`config.mk`:
```
export PLATFORM = sky130hd
export DESIGN_NAME = seq_det_ctrl_flat
export DESIGN_NICKNAME = d
export VERILOG_FILES = /design/src/rtl/seq_det_ctrl_if.sv /design/src/rtl/seq_det_ctrl.sv /design/src/flat_wrapper.sv
export SDC_FILE = /design/constraint.sdc
export NUM_CORES = 1
export LEC_CHECK = 0
export ABC_AREA = 1
export BUFFER_PORTS_ARGS = -buffer_cell sky130_fd_sc_hd__buf_4
export CELL_PAD_IN_SITES_DETAIL_PLACEMENT = 1
export CELL_PAD_IN_SITES_GLOBAL_PLACEMENT = 2
export CORE_AREA = 2 2 85 87
export DETAILED_ROUTE_END_ITERATION = 16
export DIE_AREA = 0 0 87 89
export GPL_TIMING_DRIVEN = 1
export PLACE_DENSITY_LB_ADDON = 0.1
export SLEW_MARGIN = 5
export SYNTH_ARGS = -nofsm -noshare
export SYNTH_HDL_FRONTEND = slang
export SYNTH_SLANG_ARGS = --single-unit
```
`constraint.sdc`:
```
create_clock -name clk -period 4.61 [get_ports clk]
set_input_delay 0.922 -clock clk [delete_from_list [all_inputs] [get_ports clk]]
set_output_delay 0.922 -clock clk [all_outputs]
set_load 0.02 [all_outputs]
```
`src/rtl/seq_det_ctrl_if.sv`:
```
// rtl/seq_det_ctrl_if.sv - configuration, window control and result signals of seq_det_ctrl
interface seq_det_ctrl_if;
    logic       cfg_we;
    logic [3:0] cfg_pattern;
    logic [2:0] cfg_len;
    logic       cfg_overlap;
    logic       start;
    logic [7:0] win_len;
    logic       din;
    logic       busy;
    logic       match;
    logic       done;
    logic [7:0] match_cnt;

    modport master (
        output cfg_we, cfg_pattern, cfg_len, cfg_overlap, start, win_len, din,
        input  busy, match, done, match_cnt
    );

    modport slave (
        input  cfg_we, cfg_pattern, cfg_len, cfg_overlap, start, win_len, din,
        output busy, match, done, match_cnt
    );
endinterface

```
`src/rtl/seq_det_ctrl.sv`:
```
// rtl/seq_det_ctrl.sv - windowed serial pattern detector with overlap/non-overlap counting
module seq_det_ctrl #(
    parameter logic [3:0] RST_PAT = 4'b1011,
    parameter logic [2:0] RST_LEN = 3'd4
) (
    input  logic          clk,
    input  logic          rst,
    seq_det_ctrl_if.slave bus
);

    typedef enum logic [1:0] {
        IDLE = 2'd0,
        RUN  = 2'd1,
        DONE = 2'd2
    } state_t;

    state_t     state_q, state_d;
    logic [3:0] pattern_q, pattern_d;
    logic [2:0] len_q, len_d;
    logic       overlap_q, overlap_d;
    logic [3:0] shift_q, shift_d;
    logic [2:0] fill_q, fill_d;
    logic [8:0] bit_cnt_q, bit_cnt_d;
    logic [8:0] win_q, win_d;
    logic [7:0] match_cnt_q, match_cnt_d;
    logic       match_q, match_d;
    logic       done_q, done_d;

    logic [3:0] shift_next;
    logic [3:0] len_mask;
    logic [2:0] fill_inc;
    logic [2:0] cfg_len_fix;
    logic [8:0] bit_cnt_inc;
    logic       hit;

    always_ff @(posedge clk or negedge rst) begin
        if (!rst) begin
            state_q     <= IDLE;
            pattern_q   <= RST_PAT;
            len_q       <= RST_LEN;
            overlap_q   <= 1'b1;
            shift_q     <= 4'd0;
            fill_q      <= 3'd0;
            bit_cnt_q   <= 9'd0;
            win_q       <= 9'd0;
            match_cnt_q <= 8'd0;
            match_q     <= 1'b0;
            done_q      <= 1'b0;
        end else begin
            state_q     <= state_d;
            pattern_q   <= pattern_d;
            len_q       <= len_d;
            overlap_q   <= overlap_d;
            shift_q     <= shift_d;
            fill_q      <= fill_d;
            bit_cnt_q   <= bit_cnt_d;
            win_q       <= win_d;
            match_cnt_q <= match_cnt_d;
            match_q     <= match_d;
            done_q      <= done_d;
        end
    end

    // Compare only the low len bits of the post-shift history against the pattern.
    always_comb begin
        shift_next  = {shift_q[2:0], bus.din};
        fill_inc    = (fill_q >= 3'd4) ? 3'd4 : fill_q + 3'd1;
        bit_cnt_inc = bit_cnt_q + 9'd1;
        case (len_q)
            3'd1:    len_mask = 4'b0001;
            3'd2:    len_mask = 4'b0011;
            3'd3:    len_mask = 4'b0111;
            default: len_mask = 4'b1111;
        endcase
        hit = (fill_inc >= len_q) && ((shift_next & len_mask) == (pattern_q & len_mask));
        cfg_len_fix = ((bus.cfg_len == 3'd0) || (bus.cfg_len > 3'd4)) ? 3'd4 : bus.cfg_len;
    end

    always_comb begin
        state_d     = state_q;
        pattern_d   = pattern_q;
        len_d       = len_q;
        overlap_d   = overlap_q;
        shift_d     = shift_q;
        fill_d      = fill_q;
        bit_cnt_d   = bit_cnt_q;
        win_d       = win_q;
        match_cnt_d = match_cnt_q;
        match_d     = 1'b0;
        done_d      = 1'b0;

        case (state_q)
            IDLE, DONE: begin
                if (bus.cfg_we) begin
                    pattern_d = bus.cfg_pattern;
                    len_d     = cfg_len_fix;
                    overlap_d = bus.cfg_overlap;
                end
                if (bus.start) begin
                    win_d       = (bus.win_len == 8'd0) ? 9'd256 : {1'b0, bus.win_len};
                    match_cnt_d = 8'd0;
                    shift_d     = 4'd0;
                    fill_d      = 3'd0;
                    bit_cnt_d   = 9'd0;
                    state_d     = RUN;
                end else begin
                    state_d = IDLE;
                end
            end
            RUN: begin
                shift_d   = shift_next;
                bit_cnt_d = bit_cnt_inc;
                fill_d    = fill_inc;
                if (hit) begin
                    match_d = 1'b1;
                    if (match_cnt_q != 8'hFF) begin
                        match_cnt_d = match_cnt_q + 8'd1;
                    end
                    // Non-overlap restarts the fill so the next match needs len fresh bits.
                    if (!overlap_q) begin
                        fill_d = 3'd0;
                    end
                end
                if (bit_cnt_inc == win_q) begin
                    state_d = DONE;
                    done_d  = 1'b1;
                end
            end
            default: state_d = IDLE;
        endcase
    end

    assign bus.busy      = (state_q == RUN);
    assign bus.match     = match_q;
    assign bus.done      = done_q;
    assign bus.match_cnt = match_cnt_q;

endmodule
```
`src/flat_wrapper.sv`:
```
// flat-port wrapper written by rule: the top's interface ports become plain ports
module seq_det_ctrl_flat 
#(
    parameter logic [3:0] RST_PAT = 4'b1011,
    parameter logic [2:0] RST_LEN = 3'd4
)
  (clk, rst, bus_cfg_we, bus_cfg_pattern, bus_cfg_len, bus_cfg_overlap, bus_start, bus_win_len, bus_din, bus_busy, bus_match, bus_done, bus_match_cnt);
  seq_det_ctrl_if bus_i ();
  input  logic clk;
  input  logic rst;
  input wire logic [$bits(bus_i.cfg_we)-1:0] bus_cfg_we;
  input wire logic [$bits(bus_i.cfg_pattern)-1:0] bus_cfg_pattern;
  input wire logic [$bits(bus_i.cfg_len)-1:0] bus_cfg_len;
  input wire logic [$bits(bus_i.cfg_overlap)-1:0] bus_cfg_overlap;
  input wire logic [$bits(bus_i.start)-1:0] bus_start;
  input wire logic [$bits(bus_i.win_len)-1:0] bus_win_len;
  input wire logic [$bits(bus_i.din)-1:0] bus_din;
  output wire logic [$bits(bus_i.busy)-1:0] bus_busy;
  output wire logic [$bits(bus_i.match)-1:0] bus_match;
  output wire logic [$bits(bus_i.done)-1:0] bus_done;
  output wire logic [$bits(bus_i.match_cnt)-1:0] bus_match_cnt;
  assign bus_i.cfg_we = bus_cfg_we;
  assign bus_i.cfg_pattern = bus_cfg_pattern;
  assign bus_i.cfg_len = bus_cfg_len;
  assign bus_i.cfg_overlap = bus_cfg_overlap;
  assign bus_i.start = bus_start;
  assign bus_i.win_len = bus_win_len;
  assign bus_i.din = bus_din;
  assign bus_busy = bus_i.busy;
  assign bus_match = bus_i.match;
  assign bus_done = bus_i.done;
  assign bus_match_cnt = bus_i.match_cnt;
  seq_det_ctrl #(.RST_PAT(RST_PAT), .RST_LEN(RST_LEN)) u_core (.clk(clk), .rst(rst), .bus(bus_i));
endmodule
```
==> flow_summary.json, run 1 <==
{
  "status": "finished, final reports clean",
  "required_ns": 4.83,
  "final-hold-violation-count": 0,
  "clock_latency_ns": 0.30,
  "antennaDiodeCount": 0,
  "cts_root_buf": "clkbuf_8",
  "htreeDepth": 2,
  "critPathLaunchType": "input pin",
  "power_frac_comb_pct": 24.1,
  "path_class": "in -> reg",
  "clockBufferDepth": 2,
  "cp_max_fo": 24,
  "hold_slack_ns": 0.486,
  "fin_skew_ns": 0.0117,
  "clockPowerShare_pct": 31.2,
  "wirelength_mm": 6.03,
  "numCtsBuffers": 5,
  "fp.dieW_um": 87,
  "ys_types": 31,
  "slowest_stage": "nand2_1",
  "tns_ns": 0,
  "slowest_delay_ns": 0.65,
  "cts_setup_buffers": 0,
  "seqPwrFrac_pct": 44.7,
  "syn_to_final_growth_pct": 18.1,
  "p_per_area_nw_per_um2": 359,
  "dpl_worst_slack_ns": 1.82,
  "synthesis.instances": 305,
  "fp-row-count": 30,
  "path_clk_slew_ns": 0.09,
  "cp_data_arrival_time_ns": 2.65,
  "drive_gt1_share_pct": 19.4,
  "ios": 32,
  "gr-total-overflow": 0,
  "cts_tree": "done",
  "cts_resized": 0,
  "crit_chain": "buf_4 -> nand2_1 -> nand2_1 -> inv_1 -> nand2_1 -> o21ai_0",
  "slew-limit-headroom_pct": 39.5,
  "period_needed_ns": 2.43,
  "switching_share_pct": 31.7,
  "max_freq_mhz": 412,
  "drt_iter0_markers": 58,
  "drt-vias-per-instance": 4.93,
  "rsz0062_at_grt": "false",
  "slew_violations": 0,
  "clock-sinks": 44,
  "avgSynthCellArea_um2": 7.90,
  "setup_viol": 0,
  "syn-num-nets": 334,
  "fin_crit_sh_pct": 52.7,
  "dpl.hpwl_mm": 4.59,
  "endpoint_kind": "register",
  "switching_power_uw": 323,
  "initial_core_util_pct": 35.9,
  "vias": 2071,
  "grt_pass1_vias": 2198,
  "syn_area_um2": 2410,
  "cpLargestDelayFamily": "simple AND/OR/NAND/NOR gates",
  "seq_area_frac_synth_pct": 46.0,
  "drv_cap": 0,
  "worst-path-buf-inv": 2,
  "drt_pass1_iterations": 4,
  "routedWlPerCell_um": 14.4,
  "core-area_um2": 6720,
  "p_leak_nw": 1.48,
  "drc": 0,
  "grt_max_degree": 45,
  "gp_congestion": 0.753,
  "die_h_um": 89,
  "grt_pass1_wl_mm": 10.4,
  "io_buffers": 31,
  "ant_nets": 0,
  "internal_power_uw": 698,
  "min_path_type": "reg -> reg",
  "nets": 368,
  "yosysWarnings": 0,
  "grt_usage_pct": 17.5,
  "cp_common_cell": "nand2_1",
  "grt_antenna_before_repair": 0,
  "worst-slew-pin-transition_ns": 0.906,
  "die_area_um2": 7740,
  "vdd_drop_max_mv": 0.147,
  "worst_slack_ns": 2.18,
  "ys_ff_latch": 44,
  "power.total_mw": 1.02,
  "cts_hold_buf": 0
}
[layout by cell type (no fill, tap or decap)]
cell	instances
and2_1	1
nand2_2	8
ha_1	8
nor3_1	4
buf_4	31
inv_1	33
nand2_1	89
o21ai_0	11
o211ai_1	1
nor2_2	2
nor3b_1	1
clkbuf_8	6
or2_2	3
a22o_1	1
xnor2_1	5
nor2_1	29
a32o_1	1
dfstp_2	5
clkinv_4	1
mux2_2	4
inv_2	2
nor2_4	1
dfrtp_1	39
nand3b_1	3
a21oi_1	6
bufinv_16	1
nor4_1	1
a21oi_2	1
o22ai_1	9
nand4_1	2
nand3_1	26
xor2_1	4
nand4_2	1
[registers in the layout, indices dropped and copies added (netlist names)]
register,cells
u_core.bit_cnt_q,9
u_core.bus.done,1
u_core.bus.match,1
u_core.bus.match_cnt,8
u_core.fill_q,3
u_core.len_q,3
u_core.overlap_q,1
u_core.pattern_q,4
u_core.shift_q,3
u_core.state_q,2
u_core.win_q,9
[worst register-to-register path: stages (launching register included)]
cell      delay, ns
dfrtp_1        0.41
ha_1           0.19
or2_2          0.32
ha_1           0.33
nand2_1        0.06
o211ai_1       0.16
nand2_1        0.07
inv_1          0.09
nand4_2        0.29
nand2_2        0.26
nand2_1        0.08
nand2_1        0.07
[stage by stage]
stage          cell area (um2)  util (%)  std cells
6_report                  2850      42.4        420
5_1_grt                   2850      42.4        420
4_1_cts                   2850      42.4        420
3_5_place_dp              2730      40.6        412
3_3_place_gp              2730      40.6        412
2_1_floorplan             2410         -        305
[cells by family (layout without fill, tap and decap cells)]
family	count (synthesis)	count (layout)	synth area share [%]
AOI/OAI and AO/OA	30	30	7.32
xor gates and xnor gates	9	9	3.27
adders and majority gates	8	8	4.15
buffers and inverters	39	74	6.18
DFF	44	44	46.0
muxes	4	4	1.87
and+or+nand+nor	171	171	31.3
[power groups by stage]
| stage | Sequential, mW | Clock, mW | Combinational (mW) |
|---|---|---|---|
| floorplan | 0.480 | 0 | 0.132 |
| global placement | 0.463 | 0 | 0.240 |
| detailed placement | 0.464 | 0 | 0.251 |
| CTS | 0.457 | 0.331 | 0.252 |
| global route | 0.463 | 0.345 | 0.282 |
| finish | 0.456 | 0.319 | 0.246 |
[final timing paths]
path / cells after the start / endpoint / start / slack, ns
max in group asynchronous: 1 / u_core.bus.match_cnt[0] / rst / 3.60
worst max-delay path: 6 / u_core.bit_cnt_q[2] / bus_start / 2.18
worst max register to register: 11 / u_core.bus.match_cnt[5] / u_core.fill_q[0] / 2.21
worst min-delay path: 2 / u_core.overlap_q / u_core.overlap_q / 0.49
worst min register to register: 2 / u_core.overlap_q / u_core.overlap_q / 0.49
min in group asynchronous: 1 / u_core.bus.done / rst / 0.60
[routing by layer]
metal | share of wire, % | up-vias | track usage, %
met2 | 51 | 18 | 31.4
li1 | - | 1052 | -
met4 | 1.1 | 0 | 5.54
met5 | 0 | - | 0
met3 | 1.7 | 5 | 2.49
met1 | 47 | 996 | 21.7
[Yosys cell counts]
library cell	number	area share, %
a21oi_1	6	1.2
a21oi_2	1	0.36
a22o_1	1	0.36
a32o_1	1	0.42
and2_1	1	0.26
buf_2	2	0.42
clkbuf_1	2	0.31
dfrtp_1	39	40
dfstp_2	5	5.5
ha_1	8	4.2
inv_1	33	5.1
inv_2	2	0.31
mux2_2	4	1.9
nand2_1	89	14
nand2_2	8	2.1
nand3_1	26	5.4
nand3b_1	3	0.93
nand4_1	2	0.52
nand4_2	1	0.52
nor2_1	29	4.5
nor2_2	2	0.52
nor2_4	1	0.47
nor3_1	4	0.83
nor3b_1	1	0.31
nor4_1	1	0.26
o211ai_1	1	0.31
o21ai_0	11	2.3
o22ai_1	9	2.3
or2_2	3	0.78
xnor2_1	5	1.8
xor2_1	4	1.5
[area by class of cell]
| cell class | instances | area (um2) |
|---|---|---|
| fillers | 837 | 3870 |
| multi-input cells | 222 | 1150 |
| flip-flops and latches | 44 | 1110 |
| repair buffers | 31 | 233 |
| inverters | 35 | 131 |
| well taps | 80 | 100 |
| clock buffers | 6 | 82.6 |
| clock inverters | 2 | 38.8 |
No activity file was read; power rests on OpenSTA's default activity.
==> inputs of run 2 (changes only) <==
CORE_AREA = 2 2 89 91   (was 2 2 85 87)
DIE_AREA = 0 0 91 93   (was 0 0 87 89)
clock period = 2.3 ns   (was 4.61 ns; I/O delays follow)
==> flow_summary.json, run 2 (same netlist as run 1, synthesis figures left out) <==
{
  "status": "finished, final reports clean",
  "endpoint_kind": "register",
  "final_util_pct": 38.8,
  "critPathLaunchType": "register",
  "min_path_type": "in -> async",
  "io_buffers": 31,
  "worst-slew-pin-transition_ns": 0.595,
  "timing.rr.start": "u_core.fill_q[0]",
  "p_per_area_nw_per_um2": 689,
  "fin_area_um2": 2920,
  "final_common_cell": "nand2_1",
  "crit_start": "u_core.fill_q[0]",
  "max_freq_mhz": 476,
  "die_h_um": 93,
  "cts_root_buf": "clkbuf_8",
  "placed_area_um2": 2790,
  "grt_antenna_before_repair": 0,
  "r2r-end": "u_core.fill_q[2]",
  "grtUsageMet1_pct": 19.7,
  "period_needed_ns": 2.10,
  "dpl.hpwl_mm": 4.76,
  "cts_resized": 0,
  "wirelength_mm": 6.17,
  "antennaDiodeCount": 0,
  "cts_tree": "done",
  "die_area_um2": 8460,
  "p_leak_nw": 1.50,
  "setup_viol": 0,
  "gp_congestion": 0.740,
  "ios": 32,
  "slew_violations": 0,
  "drive_gt1_share_pct": 20.9,
  "routedWlPerCell_um": 13.8,
  "drt_iter0_markers": 53,
  "path_class": "reg -> reg",
  "final_cell_mix": "nand2_1 (89), dfrtp_1 (39), buf_4 (36)",
  "hold_slack_ns": 0.138,
  "cp_max_fo": 3,
  "core-area_um2": 7530,
  "rrSetupSlack_ns": 0.20,
  "nets": 373,
  "met2_usage_pct": 29.2,
  "grt-busiest-layer": "met2",
  "gr-total-overflow": 0,
  "fp-row-count": 32,
  "path_clk_slew_ns": 0.08,
  "cp_data_arrival_time_ns": 2.29,
  "clock-sinks": 44,
  "drc": 0,
  "tns_ns": 0,
  "vias": 2071,
  "grt_pass1_wl_mm": 10.8,
  "grt_pass1_vias": 2202,
  "ant_nets": 0,
  "clock_latency_ns": 0.30,
  "drv_cap": 0,
  "nFillCells": 979,
  "endpoint": "u_core.fill_q[2]",
  "final-hold-violation-count": 0,
  "use_met3_pct": 2.42,
  "clockBufferDepth": 2,
  "fp.dieW_um": 91,
  "initial_core_util_pct": 32.0,
  "htreeDepth": 2,
  "drt-vias-per-instance": 4.63,
  "cts_setup_buffers": 0,
  "rsz0062_at_grt": "false",
  "required_ns": 2.49,
  "cts_hold_buf": 0,
  "r2r_cells": 10,
  "slew-limit-headroom_pct": 60.3,
  "fin_skew_ns": 0.00594,
  "syn_to_final_growth_pct": 21.1,
  "grt_usage_pct": 16.0,
  "vdd_drop_max_mv": 0.362,
  "grt_max_degree": 45,
  "fin_crit_sh_pct": 91.4,
  "drt_pass1_iterations": 4,
  "numCtsBuffers": 5,
  "power.total_mw": 2.01
}
==> run 2: cell types whose count changed in the layout (fill, tap and decap cells not counted) <==
cell / delta
nor2_1: -1
buf_4: +5
a21oi_2: +1
nand4_4: +1
a21oi_1: -1
clkinv_2: +1
nor2_2: +1
clkbuf_8: -1
clkbuf_1: +1
clkinv_4: -1
nand2_2: -1
nand2_4: +1
nand4_2: -1
==> run 2: worst min path at each step <==
stage,start,to,slack (ns),depth (start not counted)
5_1_grt,rst,u_core.bit_cnt_q[1],0.19,1
4_1_cts,rst,u_core.bit_cnt_q[1],0.18,1
3_3_place_gp,u_core.overlap_q,u_core.overlap_q,0.46,2
6_report,rst,u_core.bit_cnt_q[1],0.14,1
2_1_floorplan,rst,u_core.bit_cnt_q[0],0.16,0
3_5_place_dp,u_core.overlap_q,u_core.overlap_q,0.46,2
==> run 2: worst max-delay path, stage by stage, from the launching register on <==
cell      delay [ns]
dfrtp_1         0.40
ha_1            0.19
or2_2           0.28
ha_1            0.33
nand2_1         0.07
o211ai_1        0.15
nand2_1         0.07
inv_1           0.11
nand2_1         0.12
nor2_2          0.17
o21ai_0         0.10
==> run 2: final cells by class <==
type / count / area, um2 / share of cell area [%]
Timing Repair Buffer: 36 / 270 / 9.26
Multi-Input combinational cell: 222 / 1170 / 40.2
Clock buffer: 6 / 72.6 / 2.49
Tap cell: 102 / 128 / 4.37
Sequential cell: 44 / 1110 / 38.0
Inverter: 35 / 131 / 4.50
Clock inverter: 2 / 35.0 / 1.20
==> run 2: layer usage <==
metal,share of wire (%),routed length [um],vias up
li1,-,-,1065
met1,47,2870,983
met2,50,3110,18
met3,1.9,119,5
met4,1.1,68,0
met5,0,0,-
==> run 2: per-stage QoR <==
stage | setup WS [ns] | instances
after floorplan | 0.293 | 305
after global placement | 0.135 | 439
after detailed placement | 0.0913 | 439
after CTS | 0.0690 | 447
after global routing | 0.0117 | 447
final | 0.199 | 447
==> run 2: power breakdown <==
part	internal [mW]	total (mW)	switching [mW]	leakage, nW
combinational	0.209	0.495	0.286	0.916
sequential	0.840	0.916	0.0755	0.529
clock	0.323	0.599	0.276	0.0552
total	1.37	2.01	0.637	1.50
